<file path="src/rtl/camera_pkg.sv">
// camera_pkg: shared types and constants for the camera control block.
//   state_t            - top-level FSM states
//   EXP_MIN / EXP_MAX  - exposure time limits in ms (EXP_MIN is also the reset value)
//   RD_LEN             - number of readout cycles
//   ADC1 / GAP1 / ADC2 - readout step indices for the row-1 ADC strobe,
//                        the inter-row gap and the row-2 ADC strobe
package camera_pkg;

  typedef enum logic [1:0] {
    IDLE    = 2'd0,
    EXPOSE  = 2'd1,
    READOUT = 2'd2
  } state_t;

  localparam int EXP_MIN = 2;
  localparam int EXP_MAX = 30;
  localparam int RD_LEN  = 8;

  localparam logic [2:0] ADC1 = 3'd1;
  localparam logic [2:0] GAP1 = 3'd3;
  localparam logic [2:0] ADC2 = 3'd5;

endpackage

</file>
<file path="src/rtl/edge_detect.sv">
// edge_detect: rising-edge detector with a registered delayed copy.
//   Clk, Reset - clock, async active-high reset (delayed copy clears to 0)
//   d          - level input
//   rise       - high while d is high and was low at the previous edge
module edge_detect (
  input  logic Clk,
  input  logic Reset,
  input  logic d,
  output logic rise
);

  logic d_q;

  always_ff @(posedge Clk or posedge Reset) begin
    if (Reset) d_q <= 1'b0;
    else       d_q <= d;
  end

  assign rise = d & ~d_q;

endmodule

</file>
<file path="src/rtl/camera_ctrl.sv">
// camera_ctrl: top-level camera control FSM.
//   Clk, Reset                 - 1 kHz clock, async active-high reset
//   Init                       - take-picture request (rising edge)
//   Exp_increase/Exp_decrease  - exposure adjust buttons (rising edge, idle only)
//   Ovf5                       - exposure timer elapsed
//   Start, Exp_Time            - exposure timer control
//   Erase, Expose, NRE_1, NRE_2, ADC - pixel array control lines
// All outputs are registered and decoded from the next state / next readout
// count, so they move on the same edge as the state.
module camera_ctrl #(
  parameter int EXP_MIN = camera_pkg::EXP_MIN,
  parameter int EXP_MAX = camera_pkg::EXP_MAX,
  parameter int RD_LEN  = camera_pkg::RD_LEN
) (
  input  logic       Clk,
  input  logic       Reset,
  input  logic       Init,
  input  logic       Exp_increase,
  input  logic       Exp_decrease,
  input  logic       Ovf5,
  output logic       Start,
  output logic [4:0] Exp_Time,
  output logic       Erase,
  output logic       Expose,
  output logic       NRE_1,
  output logic       NRE_2,
  output logic       ADC
);

  import camera_pkg::*;

  localparam logic [4:0] EXP_MIN_W = 5'(EXP_MIN);
  localparam logic [4:0] EXP_MAX_W = 5'(EXP_MAX);
  localparam logic [2:0] RD_LAST   = 3'(RD_LEN - 1);

  logic init_rise, inc_rise, dec_rise;

  edge_detect u_init (.Clk(Clk), .Reset(Reset), .d(Init),         .rise(init_rise));
  edge_detect u_inc  (.Clk(Clk), .Reset(Reset), .d(Exp_increase), .rise(inc_rise));
  edge_detect u_dec  (.Clk(Clk), .Reset(Reset), .d(Exp_decrease), .rise(dec_rise));

  state_t     state, state_nxt;
  logic [2:0] rd_cnt, rd_cnt_nxt;
  logic [4:0] exp_nxt;
  logic       start_nxt, erase_nxt, expose_nxt, nre1_nxt, nre2_nxt, adc_nxt;

  // State, counter, exposure and output registers
  always_ff @(posedge Clk or posedge Reset) begin
    if (Reset) begin
      state    <= IDLE;
      rd_cnt   <= 3'd0;
      Exp_Time <= EXP_MIN_W;
      Start    <= 1'b0;
      Erase    <= 1'b1;
      Expose   <= 1'b0;
      NRE_1    <= 1'b1;
      NRE_2    <= 1'b1;
      ADC      <= 1'b0;
    end else begin
      state    <= state_nxt;
      rd_cnt   <= rd_cnt_nxt;
      Exp_Time <= exp_nxt;
      Start    <= start_nxt;
      Erase    <= erase_nxt;
      Expose   <= expose_nxt;
      NRE_1    <= nre1_nxt;
      NRE_2    <= nre2_nxt;
      ADC      <= adc_nxt;
    end
  end

  // Next state, readout count and exposure time
  always_comb begin
    state_nxt  = state;
    rd_cnt_nxt = rd_cnt;
    exp_nxt    = Exp_Time;
    case (state)
      IDLE: begin
        // Simultaneous increase and decrease cancel out.
        if (inc_rise && !dec_rise && Exp_Time < EXP_MAX_W)
          exp_nxt = Exp_Time + 5'd1;
        else if (dec_rise && !inc_rise && Exp_Time > EXP_MIN_W)
          exp_nxt = Exp_Time - 5'd1;
        if (init_rise) begin
          state_nxt  = EXPOSE;
          rd_cnt_nxt = 3'd0;
        end
      end
      EXPOSE: begin
        if (Ovf5) begin
          state_nxt  = READOUT;
          rd_cnt_nxt = 3'd0;
        end
      end
      READOUT: begin
        if (rd_cnt == RD_LAST) begin
          state_nxt  = IDLE;
          rd_cnt_nxt = 3'd0;
        end else begin
          rd_cnt_nxt = rd_cnt + 3'd1;
        end
      end
      default: begin
        state_nxt  = IDLE;
        rd_cnt_nxt = 3'd0;
      end
    endcase
  end

  // Output decode from next state / next count
  always_comb begin
    start_nxt  = 1'b0;
    erase_nxt  = 1'b1;
    expose_nxt = 1'b0;
    nre1_nxt   = 1'b1;
    nre2_nxt   = 1'b1;
    adc_nxt    = 1'b0;
    case (state_nxt)
      EXPOSE: begin
        start_nxt  = 1'b1;
        erase_nxt  = 1'b0;
        expose_nxt = 1'b1;
      end
      READOUT: begin
        erase_nxt = 1'b0;
        // Row 1 before the gap, row 2 between the gap and the final step.
        nre1_nxt  = !(rd_cnt_nxt < GAP1);
        nre2_nxt  = !(rd_cnt_nxt > GAP1 && rd_cnt_nxt < RD_LAST);
        adc_nxt   = (rd_cnt_nxt == ADC1) || (rd_cnt_nxt == ADC2);
      end
      default: ;
    endcase
  end

endmodule

</file>
<file path="config.mk">
export PLATFORM = sky130hd
export DESIGN_NAME = camera_ctrl
export DESIGN_NICKNAME = d
export VERILOG_FILES = /design/src/rtl/camera_pkg.sv /design/src/rtl/edge_detect.sv /design/src/rtl/camera_ctrl.sv
export SDC_FILE = /design/constraint.sdc
export NUM_CORES = 1
export LEC_CHECK = 0
export BUFFER_PORTS_ARGS = -buffer_cell sky130_fd_sc_hd__buf_2
export CELL_PAD_IN_SITES_DETAIL_PLACEMENT = 1
export CELL_PAD_IN_SITES_GLOBAL_PLACEMENT = 1
export CORE_MARGIN = 4
export CORE_UTILIZATION = 45
export CTS_BUF_LIST = sky130_fd_sc_hd__clkbuf_4 sky130_fd_sc_hd__clkbuf_8 sky130_fd_sc_hd__clkbuf_16
export DETAILED_ROUTE_END_ITERATION = 6
export PLACE_DENSITY_LB_ADDON = 0.1
export SYNTH_ARGS = -nofsm -noshare
export SYNTH_HDL_FRONTEND = slang
export SYNTH_SLANG_ARGS = --single-unit
export TNS_END_PERCENT = 20
</file>
<file path="constraint.sdc">
create_clock -name Clk -period 5 [get_ports Clk]
set_input_delay 1.5 -clock Clk [delete_from_list [all_inputs] [get_ports Clk]]
set_output_delay 1.5 -clock Clk [all_outputs]
set_load 0.05 [all_outputs]
</file>
Yosys cells after proc, flatten, opt, wreduce, memory -nomap -nowiden
Index checks and enable logic that the tools add are counted.
{"block": "totals", "out_inout_bits": 11, "word_cells": 61, "inputBits": 6, "regBits": 18}
{"block": "classes", "magnitude_cmp": 5, "addsub": 3, "mux": 15, "n_eq_ne": 7, "n_reduce_logical": 14, "bitwise_logic": 6}
{"op": "$mux 5", "count": 2}
{"op": "$mux 3", "count": 3}
{"op": "$pmux 3 s3", "count": 1}
{"op": "$eq 3x3->1 const B", "count": 2}
{"op": "$mux 2", "count": 3}
{"op": "$pmux 2 s3", "count": 1}
{"op": "$add 5x1->5 const B", "count": 1}
{"op": "$gt 5x2->1 const B", "count": 1}
{"op": "$logic_and 1x1->1", "count": 5}
{"op": "$lt 5x5->1 const B", "count": 1}
{"op": "$mux 1", "count": 5}
{"op": "$sub 5x1->5 const B", "count": 1}
{"op": "$eq 2x1->1 const B", "count": 2}
{"op": "$eq 2x2->1 const B", "count": 2}
{"op": "$logic_not 1->1", "count": 4}
{"op": "$add 3x1->3 const B", "count": 1}
{"op": "$and 1x1->1", "count": 3}
{"op": "$eq 3x1->1 const B", "count": 1}
{"op": "$gt 3x2->1 const B", "count": 1}
{"op": "$lt 3x2->1 const B", "count": 1}
{"op": "$lt 3x3->1 const B", "count": 1}
{"op": "$not 1->1", "count": 3}
{"op": "$logic_not 2->1", "count": 1}
{"op": "$reduce_and 2->1", "count": 1}
{"op": "other kinds (3)", "count": 3}

Depth between registers and ports, before layout
Gate-level depths: netlist of run 1.
{"block": "depth", "depth_word": 8, "depth_mapped": 8, "depth_no_buf": 8}

Cells and area by module
From an unflattened synthesis of run 1, not the netlist that was laid out.
{"block": "hier_totals", "cells_unflattened": 80, "area_unflattened_um2": 949.7}
{"mod": "camera_ctrl", "seq_area_each_um2": 380.4, "area_per_inst_um2": 822.0, "cells_per_inst": 71, "instances": 1}
{"mod": "edge_detect", "seq_area_each_um2": 25.0, "area_per_inst_um2": 42.5, "cells_per_inst": 3, "instances": 3}

Worst setup path before layout of run 1
OpenSTA, ideal clock, no wires.
{"block": "synth_timing", "path_kind": "input to register", "start": "in Exp_decrease", "end": "reg Exp_Time[4]", "n_path_buf": 0, "stages": 8, "arrival_time_ps": 2996, "t_required_ps": 4858, "setup_ps": 142, "setup_slack_ps": 1862, "cell_sequence": "nand2b_4 nand4_1 fa_1 a21o_1 a21oi_1 xnor2_1 nand2_1 xnor2_1"}
{"block": "synth_via", "elab_chain_cells": 6, "word_cells_on_any_way": 9, "cone_classes": "1 x mux; 1 x bitwise; 7 x reduce/logical"}
{"element": "from (decl)", "line_no": "camera_ctrl.sv:19", "source": "input logic Exp_decrease,"}
{"element": "$and 1x1->1 (*)", "line_no": "edge_detect.sv:19", "source": "assign rise = d & ~d_q;"}
{"element": "$logic_not 1->1", "line_no": "camera_ctrl.sv:80", "source": "if (inc_rise && !dec_rise && Exp_Time < EXP_MAX_W)"}
{"element": "$logic_and 1x1->1 (2 in series)", "line_no": "camera_ctrl.sv:80"}
{"element": "$reduce_bool 2->1 (no line)"}
{"element": "$reduce_and 2->1 (no line)"}
{"element": "to (signal assigned)", "line_no": "camera_ctrl.sv:62", "source": "Exp_Time <= exp_nxt;"}
{"element": "to (decl)", "line_no": "camera_ctrl.sv:22", "source": "output logic [4:0] Exp_Time,"}
Mark *: on every way between the ends. The rest lies on a longest branch, timed or not.
A chain may end at the register's enable or synchronous reset.

Final worst setup path of run 1
Same ends and word-level chain as after synthesis.

==> results of run 1 <==
sequential cells by signal, indices dropped and copies added, names as in the netlist:
signal / flops
u_dec.d_q: 1
Exp_Time: 5
Expose: 1
state: 2
NRE_2: 1
ADC: 1
u_inc.d_q: 1
Erase: 1
rd_cnt: 3
u_init.d_q: 1
NRE_1: 1
report_power, final:
part | switching, mW | leakage, nW | internal (mW) | total (mW)
Sequential | 0.0622 | 0.216 | 0.205 | 0.267
Clock | 0.0479 | 0.0210 | 0.0444 | 0.0923
Combinational | 0.247 | 0.260 | 0.141 | 0.388
Total | 0.357 | 0.497 | 0.391 | 0.747
worst min-delay path by stage:
stage	endpoint	slack, ns	depth (start not counted)
after floorplan	rd_cnt[0]	0.50	2
after global placement	Exp_Time[4]	0.51	1
after detailed placement	Exp_Time[4]	0.52	1
after CTS	Exp_Time[4]	0.54	1
after global routing	Exp_Time[4]	0.56	1
final	Exp_Time[4]	0.53	1
critical path: cells and delay by family:
kind | cells | cell delay [ns]
adder cells (fa/ha/maj) | 1 | 0.54
AO/OA/AOI/OAI | 2 | 0.36
buffers and inverters | 1 | 0.12
XOR/XNOR | 2 | 0.28
AND/OR/NAND/NOR | 3 | 0.48
cells by family (layout without fill, tap and decap cells):
logic type	Yosys count	in the layout	synth area share
flops	18	18	0.5063
xor+xnor	5	5	0.04868
compound gates	14	14	0.1238
buf+inv	8	26	0.04172
simple gates	17	17	0.1266
mux	2	2	0.03338
fa+ha+maj	8	8	0.1196
metal layers:
layer	vias up	track usage	part of all wire
li1	286	-	-
met1	299	0.2089	0.46
met2	10	0.2645	0.49
met3	4	0.05128	0.032
met4	0	0.1021	0.020
met5	-	0	0
layout by cell type, fill, tap and decap left out:
cell and instances:
buf_2 16, dfrtp_1 14, ha_1 7, inv_1 6, a21oi_1 6, dfstp_2 4, xnor2_1 4, nor3b_1 3
clkbuf_4 3, nand4_1 2, nand2_1 2, nor2_1 2, mux2_4 2, a21o_1 2, nand2b_4 1, or2_2 1
or3b_2 1, o21ai_0 1, nor4bb_1 1, and2_1 1, a2bb2oi_2 1, a22oi_1 1, nand2b_1 1, nand3_1 1
nand3b_1 1, a2111oi_1 1, a211o_1 1, a211oi_4 1, xor2_1 1, fa_1 1, clkbuf_8 1
layout make-up:
| class | count | area [um^2] |
|---|---|---|
| Multi-Input combinational cell | 46 | 406.6 |
| Timing Repair Buffer | 16 | 80.08 |
| Sequential cell | 18 | 455.4 |
| Fill cell | 213 | 769.5 |
| Clock buffer | 4 | 36.28 |
| Tap cell | 25 | 31.28 |
| Inverter | 6 | 22.52 |
per-stage QoR:
stage	utilization	power, mW	cells	cell area, um^2
after floorplan	-	0.5766	72	899.6
after global placement	0.5528	0.6445	111	996.0
after detailed placement	0.5528	0.6595	111	996.0
after CTS	0.5729	0.7584	115	1032
after global routing	0.5729	0.8119	115	1032
final	0.5729	0.7474	115	1032
==> reports/qor.csv, run 1 <==
metric,value,unit
hold buffers post-CTS,0,
HP Class,flop to flop,
pre-CTS setup slack,1.584,ns
GR Util All Layers,0.1717,
Final WS setup,1.929,ns
worst endpoint data arrival time,3.27,ns
Lkg Pwr,0.4971,nW
Final Setup Violations,0,
max-cap violation count,0,
HP Start,Exp_Time[4],
first-pass GRT wire length,3263,um
CTS buffer count,3,
worst setup path end,Exp_Time[4],
GPL Wtd Cong,0.7704,
RSZ-0062 raised after global routing,false,
Post-synth EDFFs,0,
worst path cell trace,buf_2 -> nand2b_4 -> nand4_1 -> fa_1 -> a21o_1 -> a21oi_1 -> xnor2_1 -> nand2_1 -> xnor2_1,
Post-Synthesis Cell Area,899.6,um^2
CP endpoint kind,flop,
most frequent CP cell,xnor2_1,
Final Max Slew Viols,0,
Clock Latency Late Sink,0.30,ns
"Net count, final",105,
Post-CTS Setup Bufs,0,
initial antenna violation count,0,
"Avg Cell Area, Syn",12.49,um^2
ys flop type,dfrtp_1,
run status,completed,
vias post-DR,599,
Post-synth top cells,"dfrtp_1, ha_1, a21oi_1, inv_1",
syn nets,86,
Peak Freq,325.6,MHz
Resize count post-CTS,0,
post-synthesis sequential area ratio,0.5063,
Die X,52.71,um
area grow syn2layout,14.74,%
worst-case reg-to-reg path depth,8,
Wirelength per Cell,15.55,um
Pre-antenna DRT Iters,2,
port bufs,16,
Max-slew headroom,0.5412,
"Max FO, Critical Path",6,
clock-pin slew on the worst setup and hold paths,0.11,ns
num rows,15,
DR iter-0 viols,2,
H-tree depth,1,
antenna cells,0,
post-DP HPWL,1335,um
flop2flop setup slack,2.73,ns
Synth top area share,0.3894,
Slew @ Worst Pin,0.6875,ns
PD cells,724.1,nW/um^2
Critical-path top delay cell,fa_1,
Initial Utilization,0.4993,
total grt overflow,0,
ranking of synthesized cells by area,"dfrtp_1, dfstp_2, ha_1",
"flops & latches, synth",18,
CTS Sinks,18,
Die Y,52.71,um
Critical path origin,Exp_decrease,
CTS tree,yes,
Crit Path Category,primary input to flop,
clk buf depth,2,
CTS Root Cell,clkbuf_4,
endpoints failing hold,0,
Cells after Synth,72,
Final Cycle Share,0.6142,
TNS Setup,0,ns
post-route ant nets,0,
Netlist cell types,29,
DIE AREA,2778,um^2
Ys Warns,0,
maximum VDD drop,527.5,uV
Reg-to-Reg End,Exp_Time[4],
most numerous cell in the Yosys netlist,dfrtp_1,
pin count of the biggest net entering global routing,19,
worst stage delay on the critical path,0.54,ns
post-synth top area cell,dfrtp_1,
clk_skew,0.007973,ns
total core area,1802,um^2
async set-reset flop share out of synthesis,1.000,
vias in the first global route,685,
share of cells above drive strength 1,0.3444,
required time worst endpoint,5.20,ns
Tmin final,3.071,ns
hold slack final,0.5285,ns
R2R Path Start,Exp_Time[2],
Startpoint Class,primary input,
DRC Markers,0,
# IOs,17,
post-DR vias/cell,5.209,
Routed WL,1788,um
Note: power is estimated with default switching activity, not from simulation.
==> run 2: changes to the inputs <==
- CORE_UTILIZATION: 45 -> 42
- clock period: 5 -> 2.95 ns (I/O delays scaled with it)
==> reports/qor.csv, run 2 (synthesized netlist as in run 1, its figures left out) <==
metric,value,unit
num rows,16,
CP endpoint kind,flop,
Final Cycle Share,0.8039,
DRC Markers,0,
post-DR vias/cell,5.195,
Peak Freq,421.6,MHz
first-pass GRT wire length,2773,um
most frequent cells in the layout,"buf_2, dfrtp_1, ha_1, inv_1, a21oi_1",
Crit Path Category,primary input to flop,
GR Util All Layers,0.1364,
Die X,54.28,um
post-DP HPWL,1326,um
placed insts,114,
H-tree depth,1,
clock-pin slew on the worst setup and hold paths,0.11,ns
max-cap violation count,0,
Top Registers,"Exp_Time x5, rd_cnt x3, state x2",
CTS Sinks,18,
Initial Utilization,0.4494,
total core area,2002,um^2
area grow syn2layout,15.86,%
run status,completed,
worst endpoint data arrival time,2.57,ns
PD cells,1209,nW/um^2
Lkg Pwr,0.5015,nW
maximum VDD drop,591.7,uV
Pre-antenna DRT Iters,2,
CTS Root Cell,clkbuf_4,
HP Class,flop to flop,
initial antenna violation count,0,
vias post-DR,613,
max FFs per register,5,
Reg with most FFs,Exp_Time,
clk buf depth,2,
CTS tree,yes,
endpoints failing hold,0,
Wirelength per Cell,14.48,um
Tmin final,2.372,ns
DIE AREA,2946,um^2
"Max FO, Critical Path",4,
clk_skew,0.005467,ns
total grt overflow,0,
post-route ant nets,0,
Layout Cells excl Fill,118,
Routed WL,1709,um
Final Max Slew Viols,0,
pin count of the biggest net entering global routing,19,
# IOs,17,
"most common cell after layout, fill and taps aside",buf_2,
RSZ-0062 raised after global routing,false,
hold buffers post-CTS,0,
Resize count post-CTS,0,
DR iter-0 viols,4,
"Net count, final",106,
Slew @ Worst Pin,0.6707,ns
GPL Wtd Cong,0.7004,
vias in the first global route,648,
port bufs,16,
share of cells above drive strength 1,0.3516,
Post-CTS Setup Bufs,0,
Final Setup Violations,0,
TNS Setup,0,ns
CTS buffer count,3,
required time worst endpoint,3.15,ns
Die Y,54.28,um
antenna cells,0,
Startpoint Class,primary input,
Max-slew headroom,0.5524,
Clock Latency Late Sink,0.30,ns
run 2: cell count changes in the layout (fill, tap and decap cells not counted):
cell	previous run	this run
buf_4	0	1
run 2: metrics by stage:
step                      instance area [um^2]    util  hold slack (ns)  worst slack (ns)  total power, mW
after floorplan                          899.6       -           0.4996            0.4273           0.9773
after global placement                    1006  0.5025           0.5132            0.3260            1.093
after detailed placement                  1006  0.5025           0.5250            0.2452            1.122
after CTS                                 1042  0.5206           0.5467            0.5731            1.281
after global routing                      1042  0.5206           0.5818            0.4843            1.345
final                                     1042  0.5206           0.5484            0.5784            1.260
run 2: path summary, 6_finish.rpt:
path                                   start           to  cells past startpoint  slack, ns
worst max-delay path            Exp_decrease  Exp_Time[4]                     10       0.58
min in group asynchronous              Reset  Exp_Time[3]                      2       0.67
worst max register to register   Exp_Time[1]  Exp_Time[4]                      9       0.75
worst min register to register   Exp_Time[4]  Exp_Time[4]                      1       0.55
worst min-delay path             Exp_Time[4]  Exp_Time[4]                      1       0.55
max in group asynchronous              Reset   u_init.d_q                      2       1.86
run 2: report_power, final:
part           internal (mW)  leakage [nW]  switching, mW  total, mW
registers              0.348         0.216          0.106      0.454
clock network         0.0753        0.0210         0.0793      0.155
logic                  0.239         0.265          0.413      0.652
run 2: layout make-up:
class	instances	area (um^2)
clock buffer	4	36.28
multi-input combinational	46	406.6
timing repair buffer	17	87.58
fill	227	959.7
sequential	18	455.4
inverter	6	22.52
tap	27	33.78
run 2: worst max-delay path: stages:
cell and delay (ns):
buf_2 0.12, nand2b_4 0.06, nand4_1 0.21, buf_4 0.24, ha_1 0.32, a21o_1 0.17, a21oi_1 0.19, xnor2_1 0.14
nand2_1 0.08, xnor2_1 0.14
run 2: per-layer routing:
metal	up-vias	track usage	share of wire
li1	286	-	-
met1	310	0.1382	0.39
met2	12	0.2530	0.55
met3	5	0.01635	0.033
met4	0	0.09959	0.032
met5	-	0	0
==> run 3: changes to the inputs <==
- ABC_AREA: unset -> 1
- CORE_UTILIZATION: 42 -> 37
- clock period: 2.95 -> 2.1 ns (I/O delays scaled with it)
==> reports/qor.csv, run 3 <==
metric,value,unit
Slew @ Worst Pin,0.6863,ns
Post-synth top cells,"nand2_1, dfrtp_1, inv_1, nand3_1, nor2_1",
Reg with most FFs,Exp_Time,
post-DP HPWL,1670,um
Synth top area share,0.3457,
HP Class,primary input to asynchronous set/reset pin,
run status,completed,
DR iter-0 viols,13,
total grt overflow,0,
CP endpoint kind,flop,
Resize count post-CTS,0,
share of cells above drive strength 1,0.3284,
Routed WL,2071,um
Max-slew headroom,0.5420,
maximum VDD drop,686.5,uV
GR Util All Layers,0.1389,
Die X,60.34,um
fin util,0.4587,
Peak Freq,527.6,MHz
vias in the first global route,833,
most numerous cell in the Yosys netlist,nand2_1,
Netlist cell types,22,
# IOs,17,
worst endpoint data arrival time,2.09,ns
ranking of synthesized cells by area,"dfrtp_1, dfstp_2, nand2_1",
vias post-DR,766,
PD cells,1536,nW/um^2
H-tree depth,1,
Ys Warns,0,
area grow syn2layout,15.19,%
Final Max Slew Viols,0,
pre-CTS setup slack,-0.04254,ns
endpoints failing hold,0,
post-DR vias/cell,4.671,
Top Registers,"Exp_Time x5, rd_cnt x3, state x2",
RSZ-0062 raised after global routing,false,
max FFs per register,5,
max-cap violation count,0,
pin count of the biggest net entering global routing,19,
first-pass GRT wire length,3691,um
Lkg Pwr,0.6251,nW
DP Area,1131,um^2
Die Y,60.34,um
CTS Root Cell,clkbuf_4,
overall power,1.793,mW
Finished Cell Area,1167,um^2
port bufs,16,
syn nets,128,
GPL Wtd Cong,0.7700,
Crit Path Category,flop to flop,
post-route ant nets,0,
async set-reset flop share out of synthesis,1.000,
initial antenna violation count,0,
num rows,18,
hold slack final,0.4222,ns
total core area,2545,um^2
Initial Utilization,0.3982,
post-synthesis sequential area ratio,0.4494,
"flops & latches, synth",18,
required time worst endpoint,2.29,ns
ys flop type,dfrtp_1,
Pre-antenna DRT Iters,4,
Tmin final,1.895,ns
Final WS setup,0.2046,ns
most frequent cells in the layout,"nand2_1, buf_2, dfrtp_1, inv_1, nand3_1",
post-synth top area cell,dfrtp_1,
Wirelength per Cell,12.63,um
"Avg Cell Area, Syn",8.890,um^2
Post-synth EDFFs,0,
antenna cells,0,
Post-Synthesis Cell Area,1013,um^2
CTS buffer count,3,
"most common cell after layout, fill and taps aside",nand2_1,
"Net count, final",149,
hold buffers post-CTS,0,
Final Setup Violations,0,
clock-pin slew on the worst setup and hold paths,0.10,ns
Startpoint Class,flop,
Final Cycle Share,0.9026,
Post-CTS Setup Bufs,0,
Cells after Synth,114,
DIE AREA,3640,um^2
Clock Latency Late Sink,0.29,ns
DRC Markers,0,
CTS tree,yes,
CTS Sinks,18,
"Max FO, Critical Path",6,
clk_skew,0.004148,ns
clk buf depth,2,
==> run 3: cell type report <==
class | count | area (um^2)
flip-flops and latches | 18 | 455.4
inverters | 20 | 75.07
fillers | 319 | 1378
well taps | 30 | 37.54
clock buffers | 4 | 36.28
repair buffers | 17 | 87.58
multi-input cells | 75 | 475.5
==> run 3: power by group <==
group / switching (mW) / internal, mW / total [mW]
clock: 0.106 / 0.106 / 0.212
sequential: 0.122 / 0.479 / 0.601
combinational: 0.678 / 0.302 / 0.980
==> run 3: layer usage <==
layer / up-vias / global-route usage / wire, um
met3: 2 / 0.02553 / 66
met5: - / 0 / 0
met1: 364 / 0.1813 / 994
li1: 392 / - / -
met2: 8 / 0.2222 / 993
met4: 0 / 0.06646 / 16
==> run 3: worst max-delay path: stages (launching register included) <==
cell and delay (ns):
dfstp_2 0.61, nand2_1 0.10, inv_2 0.06, nand2_2 0.06
nand2_4 0.10, ha_1 0.28, nand3_1 0.11, nand3_1 0.10
inv_1 0.08, nand2_1 0.05, nand2_1 0.06, inv_1 0.05
nand3_1 0.07, nand2_1 0.06
==> run 3: per-stage QoR <==
step,TNS (ns),instances
finish,0,164
CTS,0,164
detailed placement,-0.04254,160
global route,0,164
global placement,0,160
floorplan,0,114
==> run 3: kinds of logic after synthesis <==
logic type / after synthesis / synth area share
buf+inv: 21 / 0.08148
xor+xnor: 3 / 0.02593
flops: 18 / 0.4494
compound gates: 6 / 0.04814
simple gates: 58 / 0.2889
fa+ha+maj: 8 / 0.1062
==> run 3: path summary, 6_finish.rpt <==
kind	startpoint	end	slack [ns]	cells past startpoint
hold / removal	Reset	u_dec.d_q	0.42	2
max in group asynchronous	Reset	state[1]	1.24	2
setup / recovery	Exp_Time[1]	Exp_Time[4]	0.20	13
setup reg to reg	Exp_Time[1]	Exp_Time[4]	0.20	13
min in group Clk	Init	u_init.d_q	0.46	1
hold reg to reg	Exp_Time[1]	Exp_Time[1]	0.53	2
